<file path="config.mk">
export PLATFORM = sky130hd
export DESIGN_NAME = booth_mul_param
export DESIGN_NICKNAME = d
export VERILOG_FILES = /design/src/rtl/booth_mul_param.sv
export SDC_FILE = /design/constraint.sdc
export NUM_CORES = 1
export LEC_CHECK = 0
export BUFFER_PORTS_ARGS = -buffer_cell sky130_fd_sc_hd__clkbuf_2
export CORE_ASPECT_RATIO = 0.7
export CORE_MARGIN = 2
export CORE_UTILIZATION = 30
export CTS_BUF_LIST = sky130_fd_sc_hd__clkbuf_8
export DETAILED_ROUTE_END_ITERATION = 10
export PLACE_DENSITY = 0.44
export RECOVER_POWER = 25
export SLEW_MARGIN = 20
export SYNTH_ARGS = -nofsm -noshare
export SYNTH_HDL_FRONTEND = slang
export SYNTH_SLANG_ARGS = --single-unit
</file>
<file path="constraint.sdc">
create_clock -name clk -period 3.6 [get_ports clk]
set_input_delay 0.72 -clock clk [delete_from_list [all_inputs] [get_ports clk]]
set_output_delay 0.72 -clock clk [all_outputs]
set_load 0.005 [all_outputs]
</file>
<file path="src/rtl/booth_mul_param.sv">
// booth_mul_param: iterative radix-4 Booth multiplier, signed or unsigned operands.
// Rev 1.0 -- initial release.
`default_nettype none

module booth_mul_param #(
  parameter int WIDTH = 16
) (
  input  logic                 clk,
  input  logic                 rst_n,
  input  logic                 start,
  input  logic                 signed_mode,
  input  logic [WIDTH-1:0]     x,
  input  logic [WIDTH-1:0]     y,
  output logic [2*WIDTH-1:0]   z,
  output logic                 busy,
  output logic                 done
);

  localparam int N  = WIDTH / 2 + 1;
  localparam int E  = WIDTH + 2;           // extended operand width
  localparam int A  = E + 2;               // accumulator width, holds +-2X plus carry-in history
  localparam int CW = (N > 1) ? $clog2(N) : 1;
  localparam logic [CW-1:0] LAST = CW'(N - 1);

  typedef enum logic [1:0] {
    IDLE = 2'd0,
    CALC = 2'd1,
    DONE = 2'd2
  } state_t;

  state_t state, state_nxt;

  logic signed [A-1:0] mul_px, mul_nx, mul_p2x, mul_n2x;
  logic signed [A-1:0] acc;
  logic [E-1:0]        mq;
  logic                q_prev;
  logic [CW-1:0]       cnt;

  logic                accept;
  logic                last_iter;
  logic [E-1:0]        x_ext, y_ext;
  logic signed [A-1:0] x_acc;
  logic [2:0]          group;
  logic signed [A-1:0] addend;
  logic signed [A-1:0] sum;
  logic signed [A-1:0] acc_nxt;
  logic [E-1:0]        mq_nxt;
  logic [2*WIDTH-1:0]  z_nxt;

  assign accept    = start && ((state == IDLE) || (state == DONE));
  assign last_iter = (state == CALC) && (cnt == LAST);

  assign x_ext = signed_mode ? {{2{x[WIDTH-1]}}, x} : {2'b00, x};
  assign y_ext = signed_mode ? {{2{y[WIDTH-1]}}, y} : {2'b00, y};
  assign x_acc = {{2{x_ext[E-1]}}, x_ext};

  assign group = {mq[1:0], q_prev};

  always_comb begin
    addend = '0;
    case (group)
      3'b001, 3'b010: addend = mul_px;
      3'b011:         addend = mul_p2x;
      3'b100:         addend = mul_n2x;
      3'b101, 3'b110: addend = mul_nx;
      default:        addend = '0;
    endcase
  end

  // The two bits shifted out of the accumulator become the next product bits in mq.
  assign sum     = acc + addend;
  assign acc_nxt = {{2{sum[A-1]}}, sum[A-1:2]};
  assign mq_nxt  = {sum[1:0], mq[E-1:2]};
  assign z_nxt   = {acc_nxt[WIDTH-3:0], mq_nxt};

  always_ff @(posedge clk or negedge rst_n) begin
    if (!rst_n) begin
      state <= IDLE;
    end else begin
      state <= state_nxt;
    end
  end

  always_comb begin
    state_nxt = state;
    case (state)
      IDLE:    if (start) state_nxt = CALC;
      CALC:    if (cnt == LAST) state_nxt = DONE;
      DONE:    state_nxt = start ? CALC : IDLE;
      default: state_nxt = IDLE;
    endcase
  end

  always_ff @(posedge clk or negedge rst_n) begin
    if (!rst_n) begin
      mul_px  <= '0;
      mul_nx  <= '0;
      mul_p2x <= '0;
      mul_n2x <= '0;
      acc     <= '0;
      mq      <= '0;
      q_prev  <= 1'b0;
      cnt     <= '0;
    end else if (accept) begin
      mul_px  <= x_acc;
      mul_nx  <= -x_acc;
      mul_p2x <= {x_acc[A-2:0], 1'b0};
      mul_n2x <= -{x_acc[A-2:0], 1'b0};
      acc     <= '0;
      mq      <= y_ext;
      q_prev  <= 1'b0;
      cnt     <= '0;
    end else if (state == CALC) begin
      acc    <= acc_nxt;
      mq     <= mq_nxt;
      q_prev <= mq[1];
      cnt    <= (cnt == LAST) ? '0 : cnt + CW'(1);
    end
  end

  always_ff @(posedge clk or negedge rst_n) begin
    if (!rst_n) begin
      z <= '0;
    end else if (last_iter) begin
      z <= z_nxt;
    end
  end

  assign busy = (state == CALC);
  assign done = (state == DONE);

endmodule

`default_nettype wire

</file>
# Word-level counts from Yosys, hierarchy flattened
# Index checks and enable logic that the tools add are counted.
[word_totals]
regBits = 153
inputBits = 36
out_inout_bits = 34
elab_cells = 49
[classes]
addsub = 4
n_eq_ne = 11
n_mux = 16
reduce_logical = 8
[ops]
columns = ["cell", "n"]
rows = [
  ["20-bit one-hot mux with 4 select lines", 1],
  ["18-bit two-way mux", 4],
  ["20-bit two-way mux", 2],
  ["20-bit adder", 1],
  ["18-bit negation with 20-bit output", 1],
  ["20-bit negation", 1],
  ["4-bit two-way mux", 3],
  ["3-bit == test, second input constant", 3],
  ["3-bit by 2-bit == test with 1-bit output, second input constant", 2],
  ["2-bit one-hot mux with 3 select lines", 1],
  ["4-bit by 1-bit adder with 4-bit output, second input constant", 1],
  ["4-bit == test, second input constant", 1],
  ["2-bit two-way mux", 2],
  ["2-bit OR reduction", 2],
  ["3-bit by 1-bit == test with 1-bit output, second input constant", 1],
  ["1-bit two-way mux", 3],
  ["2-bit by 1-bit == test with 1-bit output, second input constant", 1],
  ["2-bit == test, second input constant", 1],
  ["1-bit logical AND", 2],
  ["2-bit zero test", 1],
  ["2-bit by 1-bit != test with 1-bit output, second input constant", 1],
  ["2-bit != test, second input constant", 1],
  ["2-bit AND reduction", 1],
  ["2-bit nonzero test", 1],
  ["1-bit logical OR", 1],
]

# Longest topological paths before layout
# Gate-level depths: netlist (run 1).
[logic_depth]
word_depth = 6
depth_mapped = 15
depth_no_buf = 13

# Worst setup path before layout (run 1)
# No wires, ideal clock.
[synth_path]
kind = "reg2reg"
startpoint = "reg q_prev"
endpoint = "reg acc[18]"
setup_time_ns = 0.125
t_arrival_ns = 3.304
required_ns = 3.475
slack_ns = 0.171
stages_incl_launch_ff = 16
n_path_buf = 4
synth_period_minus_slack_ns = 3.429
path_cell_list = "dfrtp_1 > buf_2 > buf_1 > buf_2 > mux2i_1 > a211oi_1 > a21o_1 > ha_1 > buf_6 > and4_4 > and2_4 > and3_1 > a21boi_1 > or3_1 > a31o_1 > mux2_4"
[synth_via]
elab_chain_cells = 6
word_cells_on_any_way = 12
classes_between = "1 x add/sub; 6 x eq/ne; 3 x mux; 2 x reduce/logical"
[synth_rtl]
columns = ["item", "line_no", "rtl"]
rows = [
  ["from (decl)", "36", "logic q_prev;"],
  ["from (signal assigned)", "116", "q_prev <= mq[1];"],
  ["3-bit == test, or another cell as far along", "61", "case (group)"],
  ["2-bit OR reduction", "61", ""],
  ["20-bit one-hot mux with 4 select lines (*)", "61", ""],
  ["20-bit adder (*)", "71", "assign sum = acc + addend;"],
  ["20-bit two-way mux (*)", "113", "end else if (state == CALC) begin"],
  ["20-bit two-way mux (*)", "104", "end else if (accept) begin"],
  ["to (signal assigned)", "114", "acc <= acc_nxt;"],
  ["to (decl)", "34", "logic signed [A-1:0] acc;"],
]
# Every way passes the cells marked *; elsewhere a longest branch is shown, timed or not. The select of a mux whose other input is x is not followed.
# A chain may end at the register's enable or synchronous reset.

# Worst setup path after layout (run 1)
# Same ends and word-level chain as after synthesis.

==> results.sh, run 1 <==
export IMPL_slew_headroom_pct=-37.59
export IMPL_fin_skew_ns=0.01879
export IMPL_dp_cells=1086
export IMPL_groute_usage_overall_pct=16.10
export IMPL_crit_buf_inv=1
export IMPL_drt_iter0_markers=340
export IMPL_hold_viol=0
export IMPL_power_density_mw_per_mm2=1149
export IMPL_period_share_pct=92.82
export IMPL_vias=5456
export IMPL_worstPathCellList="inv_1 > nand2_1 > a311oi_1 > a21o_1 > ha_1 > a21oi_2 > o21ai_0 > a31oi_1 > a21boi_1 > or3_1 > a31o_1 > mux2_4"
export IMPL_worst_r2r_cell_count=12
export IMPL_syn_num_nets=820
export IMPL_leakage_nw=3.559
export IMPL_die_w_um=179.5
export IMPL_tightest_slew_ns=2.064
export IMPL_initial_utilization_pct=30.92
export IMPL_ys_ff_latch=111
export IMPL_wl_per_cell_um=15.92
export IMPL_hold_class="register to register"
export IMPL_required_ns=3.90
export IMPL_grt_max_degree=56
export IMPL_critical_path_startpoint="q_prev"
export IMPL_synth_cell_type_count=54
export IMPL_maxSlewViolCount=35
export IMPL_grt_use_met2_pct=22.99
export IMPL_clk_latency_ns=0.41
export IMPL_grt_busiest_layer="met1"
export IMPL_grt_use_met1_pct=24.27
export IMPL_grtUsageMet3_pct=3.417
export IMPL_synth_edf_count=0
export IMPL_grt_pass1_vias=5488
export IMPL_hold_ws_ns=0.4894
export IMPL_nets=880
export IMPL_rrSetupSlack_ns=0.26
export IMPL_synthFlopType="dfrtp_1"
export IMPL_period_needed_ns=3.342
export IMPL_overflow=0
export IMPL_end_kind="register"
export IMPL_worstPathMaxFanout=22
export IMPL_syn_cell_area_mm2=0.006469
export IMPL_crit_slowest_cell="dfrtp_4"
export IMPL_detail_route_antenna_nets=0
export IMPL_fin_cells=1102
export IMPL_io_pins=70
export IMPL_die_area_mm2=0.02277
export IMPL_async_reset_ff_share_pct=100.0
export IMPL_via_per_inst=4.951
export IMPL_worstSetupPathDepth=12
export IMPL_seq_area_mm2=0.002783
export IMPL_root_buffer="clkbuf_8"
export IMPL_crit_arrival_ns=3.64
export IMPL_grt_pass1_wl_um=29280
export IMPL_timing_rr_end="acc[18]"
export IMPL_setup_slack_ns=0.2584
export IMPL_antenna_found_initial=0
export IMPL_final_common_cell="nand2_1"
export IMPL_design_core_area_mm2=0.02092
export IMPL_syn_inst=761
export IMPL_peakVddDrop_uv=333.1
export IMPL_fillCellCount=2182
export IMPL_start_kind="register"
export IMPL_post_route_drc_count=0
export IMPL_slowest_delay_ns=0.61
export IMPL_syn_area_per_cell_um2=8.500
export IMPL_cap_violations=1
export IMPL_cts_made_buffers=9
export IMPL_core_rowCount=44
export IMPL_violations="max-capacitance violations, max-slew violations"
export IMPL_dr_pass1_iters=5
export IMPL_yosysSeqAreaShare_pct=42.94
export IMPL_cts_tree="built"
export IMPL_endpoint="acc[18]"
export IMPL_ys_warn_count=0
export IMPL_critPathKind="register to register"
export IMPL_fmax_mhz=299.3
export IMPL_total_power_w=0.008458
export IMPL_htreeDepth=3
export IMPL_cts_sinks=111
export IMPL_setup_viol=0
export IMPL_hold_buffers=0
export IMPL_die_y_um=126.9
export IMPL_drt_wl_total_um=17550
export IMPL_cts_max_path_buffers=2
export IMPL_postCtsSetupBuffers=0
export IMPL_gp_congestion=0.8433
export IMPL_layout_drive_gt1_share_pct=16.10
export IMPL_insertedDiodeCount=0
export IMPL_place_worst_setup_slack_ns=0.2324
export IMPL_mostFrequentLayoutCells="221 x nand2_1, 109 x dfrtp_1, 68 x clkbuf_2"
export IMPL_portBuffers=69
export IMPL_dp_hpwl_um=13160
export IMPL_cts_clk_slew_worst_paths_ns=0.12
export IMPL_r2r_start="q_prev"
export IMPL_multi_input_area_mm2=0.003408
export IMPL_syn2layout_area_growth_pct=13.83
export IMPL_cp_top_family="compound AO/OA/AOI/OAI gates"
export IMPL_status="finished, violations left"
[registers in the layout, indices dropped and copies added, names as in the netlist]
| register | cells |
|---|---|
| mq | 18 |
| q_prev | 1 |
| acc | 18 |
| mul_nx | 20 |
| cnt | 4 |
| state | 2 |
| z | 32 |
| mul_p2x | 16 |
[cell families (layout without fill, tap and decap cells)]
kind of cell    count (synthesis)  count (layout)  synth area share [%]
fa+ha+maj                      23              23                 4.565
simple gates                  314             314                 20.79
flops                         111             111                 42.94
compound gates                193             193                 18.67
buf+inv                        63             128                 4.526
mux                            27              27                 4.449
xor+xnor                       30              30                 4.062
[worst register-to-register path, delay by kind of cell, from the launching register on]
kind	cells	cell delay (ns)
fa+ha+maj	1	0.29
buf+inv	1	0.26
mux	1	0.25
compound gates	7	1.39
flops	1	0.61
simple gates	2	0.45
[cells in the mapped netlist, drive strengths merged (2+ instances only)]
cell type	instances	area, um^2
nand2	221	829.6
dfrtp	111	2778
a21oi	53	269.0
o21ai	47	235.2
clkbuf	32	120.1
nor2	30	112.6
ha	22	275.3
a31oi	20	125.1
a21o	19	142.6
mux2i	19	190.2
buf	18	123.9
a22o	16	140.1
xnor2	15	131.4
xor2	15	131.4
a211oi	14	105.1
nor2b	14	87.58
inv	12	45.04
a22oi	8	60.06
mux2	8	97.59
nand4	8	50.05
nand2b	6	37.54
nand3	6	30.03
nor3	6	30.03
nand3b	4	30.03
nor4	4	31.28
or3	4	25.02
a311oi	3	26.28
and2	3	21.27
and3	3	18.77
a21boi	2	15.02
a31o	2	17.52
nor3b	2	15.01
o21bai	2	15.01
or4	2	15.01
[repair_timing]
item / CTS / global route
endpoints found under the setup margin: 0 / 7
gates resized for setup: 0 / 3
endpoints found under the hold margin: 0 / 0
[stage by stage]
stage                 TNS [ns]  utilization [%]  instance area [um^2]
floorplan                    0                -                  6469
global route        -0.0008638            35.20                  7363
global placement             0            34.25                  7164
finish                       0            35.20                  7363
detailed placement           0            34.25                  7164
CTS                          0            35.19                  7361
[worst min-delay path by stage]
stage	from	to	slack (ns)	depth (start not counted)
final	z[16]	z[16]	0.49	2
after global routing	z[16]	z[16]	0.52	2
after CTS	rst_n	mul_p2x[4]	0.26	1
after detailed placement	z[8]	z[8]	0.47	2
after global placement	z[2]	z[2]	0.46	2
after floorplan	rst_n	acc[0]	0.42	0
[where the power goes]
| group | switching [W] | total, W | internal, W |
|---|---|---|---|
| Combinational | 0.00296 | 0.00521 | 0.00225 |
| Sequential | 0.000563 | 0.00247 | 0.00191 |
| Clock | 0.000501 | 0.000777 | 0.000275 |
[layout make-up]
class / instances / area share (%)
Multi-Input combinational cell: 587 / 46.29
Sequential cell: 111 / 37.79
Timing Repair Buffer: 99 / 7.901
Tap cell: 276 / 4.690
Clock buffer: 9 / 1.682
Clock inverter: 7 / 0.9856
Inverter: 13 / 0.6627
[layer usage]
layer | part of all wire, % | up-vias | routed length, um
met5 | 0 | - | 0
met4 | 1.4 | 0 | 240
met1 | 53 | 2608 | 9292
met2 | 42 | 90 | 7375
met3 | 3.6 | 16 | 637
li1 | - | 2742 | -
No activity file was read; power rests on OpenSTA's default activity.
==> run 2, diff against run 1 <==
Settings changed: ABC_AREA set to 1, CTS_CLUSTER_DIAMETER set to 40.
==> results.sh, run 2 <==
export IMPL_leakage_nw=3.567
export IMPL_cts_sinks=111
export IMPL_largest_reg_flops=32
export IMPL_synthTopCellsByArea="dfrtp_1 44%, nand2_1 14%, o21ai_0 5.6%"
export IMPL_cp_top_family="simple AND/OR/NAND/NOR gates"
export IMPL_detail_route_antenna_nets=0
export IMPL_grt_max_degree=65
export IMPL_root_buffer="clkbuf_8"
export IMPL_cts_resized=0
export IMPL_start_kind="register"
export IMPL_cts_tree="built"
export IMPL_synth_edf_count=0
export IMPL_place_worst_setup_slack_ns=0.8220
export IMPL_fmax_mhz=353.7
export IMPL_largestRegisters="z x32, mul_nx x20"
export IMPL_synth_most_common_cell="nand2_1"
export IMPL_critical_path_startpoint="mq[1]"
export IMPL_dr_pass1_iters=5
export IMPL_cts_made_buffers=9
export IMPL_worstPathCellList="nor2_2 > inv_2 > o21ai_0 > a21oi_1 > o21ai_0 > ha_1 > nand2_1 > inv_1 > a21oi_2 > inv_1 > a21oi_1 > nand3b_1 > nand3_1 > nand2_1"
export IMPL_syn2layout_area_growth_pct=12.53
export IMPL_layout_drive_gt1_share_pct=16.19
export IMPL_period_needed_ns=2.828
export IMPL_wl_per_cell_um=15.52
export IMPL_syn_area_per_cell_um2=7.839
export IMPL_die_area_mm2=0.02226
export IMPL_slew_headroom_pct=5.231
export IMPL_hold_path_startpoint="z[16]"
export IMPL_slowest_delay_ns=0.50
export IMPL_drt_wl_total_um=17810
export IMPL_io_pins=70
export IMPL_yosys_area_top_type="dfrtp_1"
export IMPL_via_per_inst=4.742
export IMPL_holdPathStages=2
export IMPL_worst_r2r_cell_count=14
export IMPL_postCtsSetupBuffers=0
export IMPL_worstPathMaxFanout=9
export IMPL_nets=925
export IMPL_crit_arrival_ns=3.13
export IMPL_post_route_drc_count=0
export IMPL_insertedDiodeCount=0
export IMPL_htreeDepth=3
export IMPL_synthFlopType="dfrtp_1"
export IMPL_drt_iter0_markers=299
export IMPL_async_reset_ff_share_pct=100.0
export IMPL_critPathKind="register to register"
export IMPL_fin_skew_ns=0.02206
export IMPL_grt_pass1_vias=5099
export IMPL_syn_num_nets=865
export IMPL_hold_class="register to register"
export IMPL_fillCellCount=2245
export IMPL_rsz0062_at_grt="false"
export IMPL_crit_slowest_cell="dfrtp_1"
export IMPL_maxSlewViolCount=0
export IMPL_setup_tns_ns=0
export IMPL_ys_warn_count=0
export IMPL_status="completed"
export IMPL_syn_cell_area_mm2=0.006319
export IMPL_groute_usage_overall_pct=16.67
export IMPL_tightest_slew_ns=1.422
export IMPL_hold_buffers=0
export IMPL_core_rowCount=44
export IMPL_die_w_um=177.5
export IMPL_antenna_found_initial=0
export IMPL_clk_latency_ns=0.41
export IMPL_final_common_cell="nand2_1"
export IMPL_cts_max_path_buffers=2
export IMPL_regMostFlops="z"
export IMPL_power_density_mw_per_mm2=1134
export IMPL_grt_pass1_wl_um=28920
export IMPL_hold_viol=0
export IMPL_end_kind="register"
export IMPL_cts_clk_slew_worst_paths_ns=0.12
export IMPL_period_share_pct=78.55
export IMPL_r2r_start="mq[1]"
export IMPL_crit_buf_inv=3
export IMPL_portBuffers=69
export IMPL_ys_ff_latch=111
export IMPL_peakVddDrop_uv=340.2
export IMPL_gp_congestion=0.8799
export IMPL_yosys_area_top_type_share_pct=43.96
export IMPL_vias=5439
export IMPL_timing_rr_end="z[29]"
export IMPL_dp_hpwl_um=13360
export IMPL_cap_violations=0
export IMPL_setup_viol=0
export IMPL_overflow=0
export IMPL_synth_common_cells="242 x nand2_1, 111 x dfrtp_1, 86 x inv_1, 71 x o21ai_0, 57 x nand3_1"
export IMPL_rrSetupSlack_ns=0.77
export IMPL_setup_slack_ns=0.7724
export IMPL_mostFrequentLayoutCells="241 x nand2_1, 111 x dfrtp_1, 86 x inv_1"
export IMPL_initial_utilization_pct=30.52
export IMPL_yosysSeqAreaShare_pct=43.96
export IMPL_design_core_area_mm2=0.02070
export IMPL_min_to="z[16]"
export IMPL_syn_inst=806
export IMPL_synth_cell_type_count=49
export IMPL_required_ns=3.90
export IMPL_die_y_um=125.4
export IMPL_hold_ws_ns=0.4834
## run 2: cell count changes after synthesis, sizes merged, moves of 19 or more
| cell | change |
|---|---|
| a21o | -19 |
| a21oi | -29 |
| a31oi | -20 |
| clkbuf | -27 |
| inv | +84 |
| mux2i | -19 |
| nand2 | +33 |
| nand3 | +58 |
| o21ai | +53 |
## run 2: metal layers
metal	up-vias	part of all wire [%]	GRT usage [%]
li1	2778	-	-
met4	0	0.71	3.038
met1	2542	58	28.23
met5	-	0	0
met3	9	4.4	3.102
met2	110	37	21.23
## run 2: cell families (layout without fill, tap and decap cells)
kind of cell,Yosys count,in the layout,share of synthesized area [%]
AOI/OAI and AO/OA,161,161,14.97
xor gates and xnor gates,10,10,1.386
adders and majority gates,23,23,4.673
buffers and inverters,122,187,7.980
DFF,111,111,43.96
and+or+nand+nor,379,379,27.03
## run 2: layout make-up
cell class                      count  area [um^2]  area share [%]
Clock buffer                        9        123.9           1.742
Inverter                           96        362.8           5.103
Sequential cell                   111         2778           39.06
Multi-Input combinational cell    573         3039           42.74
Clock inverter                      7        73.82           1.038
Tap cell                          276        345.3           4.857
Timing Repair Buffer               75        387.9           5.455
## run 2: worst max-delay path by stage
stage / end / slack (ns) / cells past startpoint
after floorplan: acc[9] / 1.24 / 15
after detailed placement: z[23] / 0.82 / 13
after CTS: z[21] / 0.79 / 13
final: z[29] / 0.77 / 14
after global placement: z[29] / 0.73 / 15
after global routing: z[29] / 0.58 / 15
## run 2: per-stage QoR
stage                     util, %  cells  power (W)  area (um^2)
after global placement      33.48   1131   0.007363         6930
after detailed placement    33.48   1131   0.007276         6930
after floorplan                 -    806   0.005840         6319
after global routing        34.35   1147   0.008883         7111
final                       34.35   1147   0.008062         7111
after CTS                   34.44   1147   0.008103         7128
## run 2: tightest hold or removal path: cells and delay by family, from the launching register on
family | cells | cell delay, ns
DFF | 1 | 0.36
and+or+nand+nor | 2 | 0.09
## run 2: power by group
part           switching, W  internal (W)  leakage [nW]  total, W
sequential         0.000403       0.00190          1.34   0.00230
combinational       0.00324       0.00173          2.14   0.00497
clock              0.000517      0.000274        0.0942  0.000791
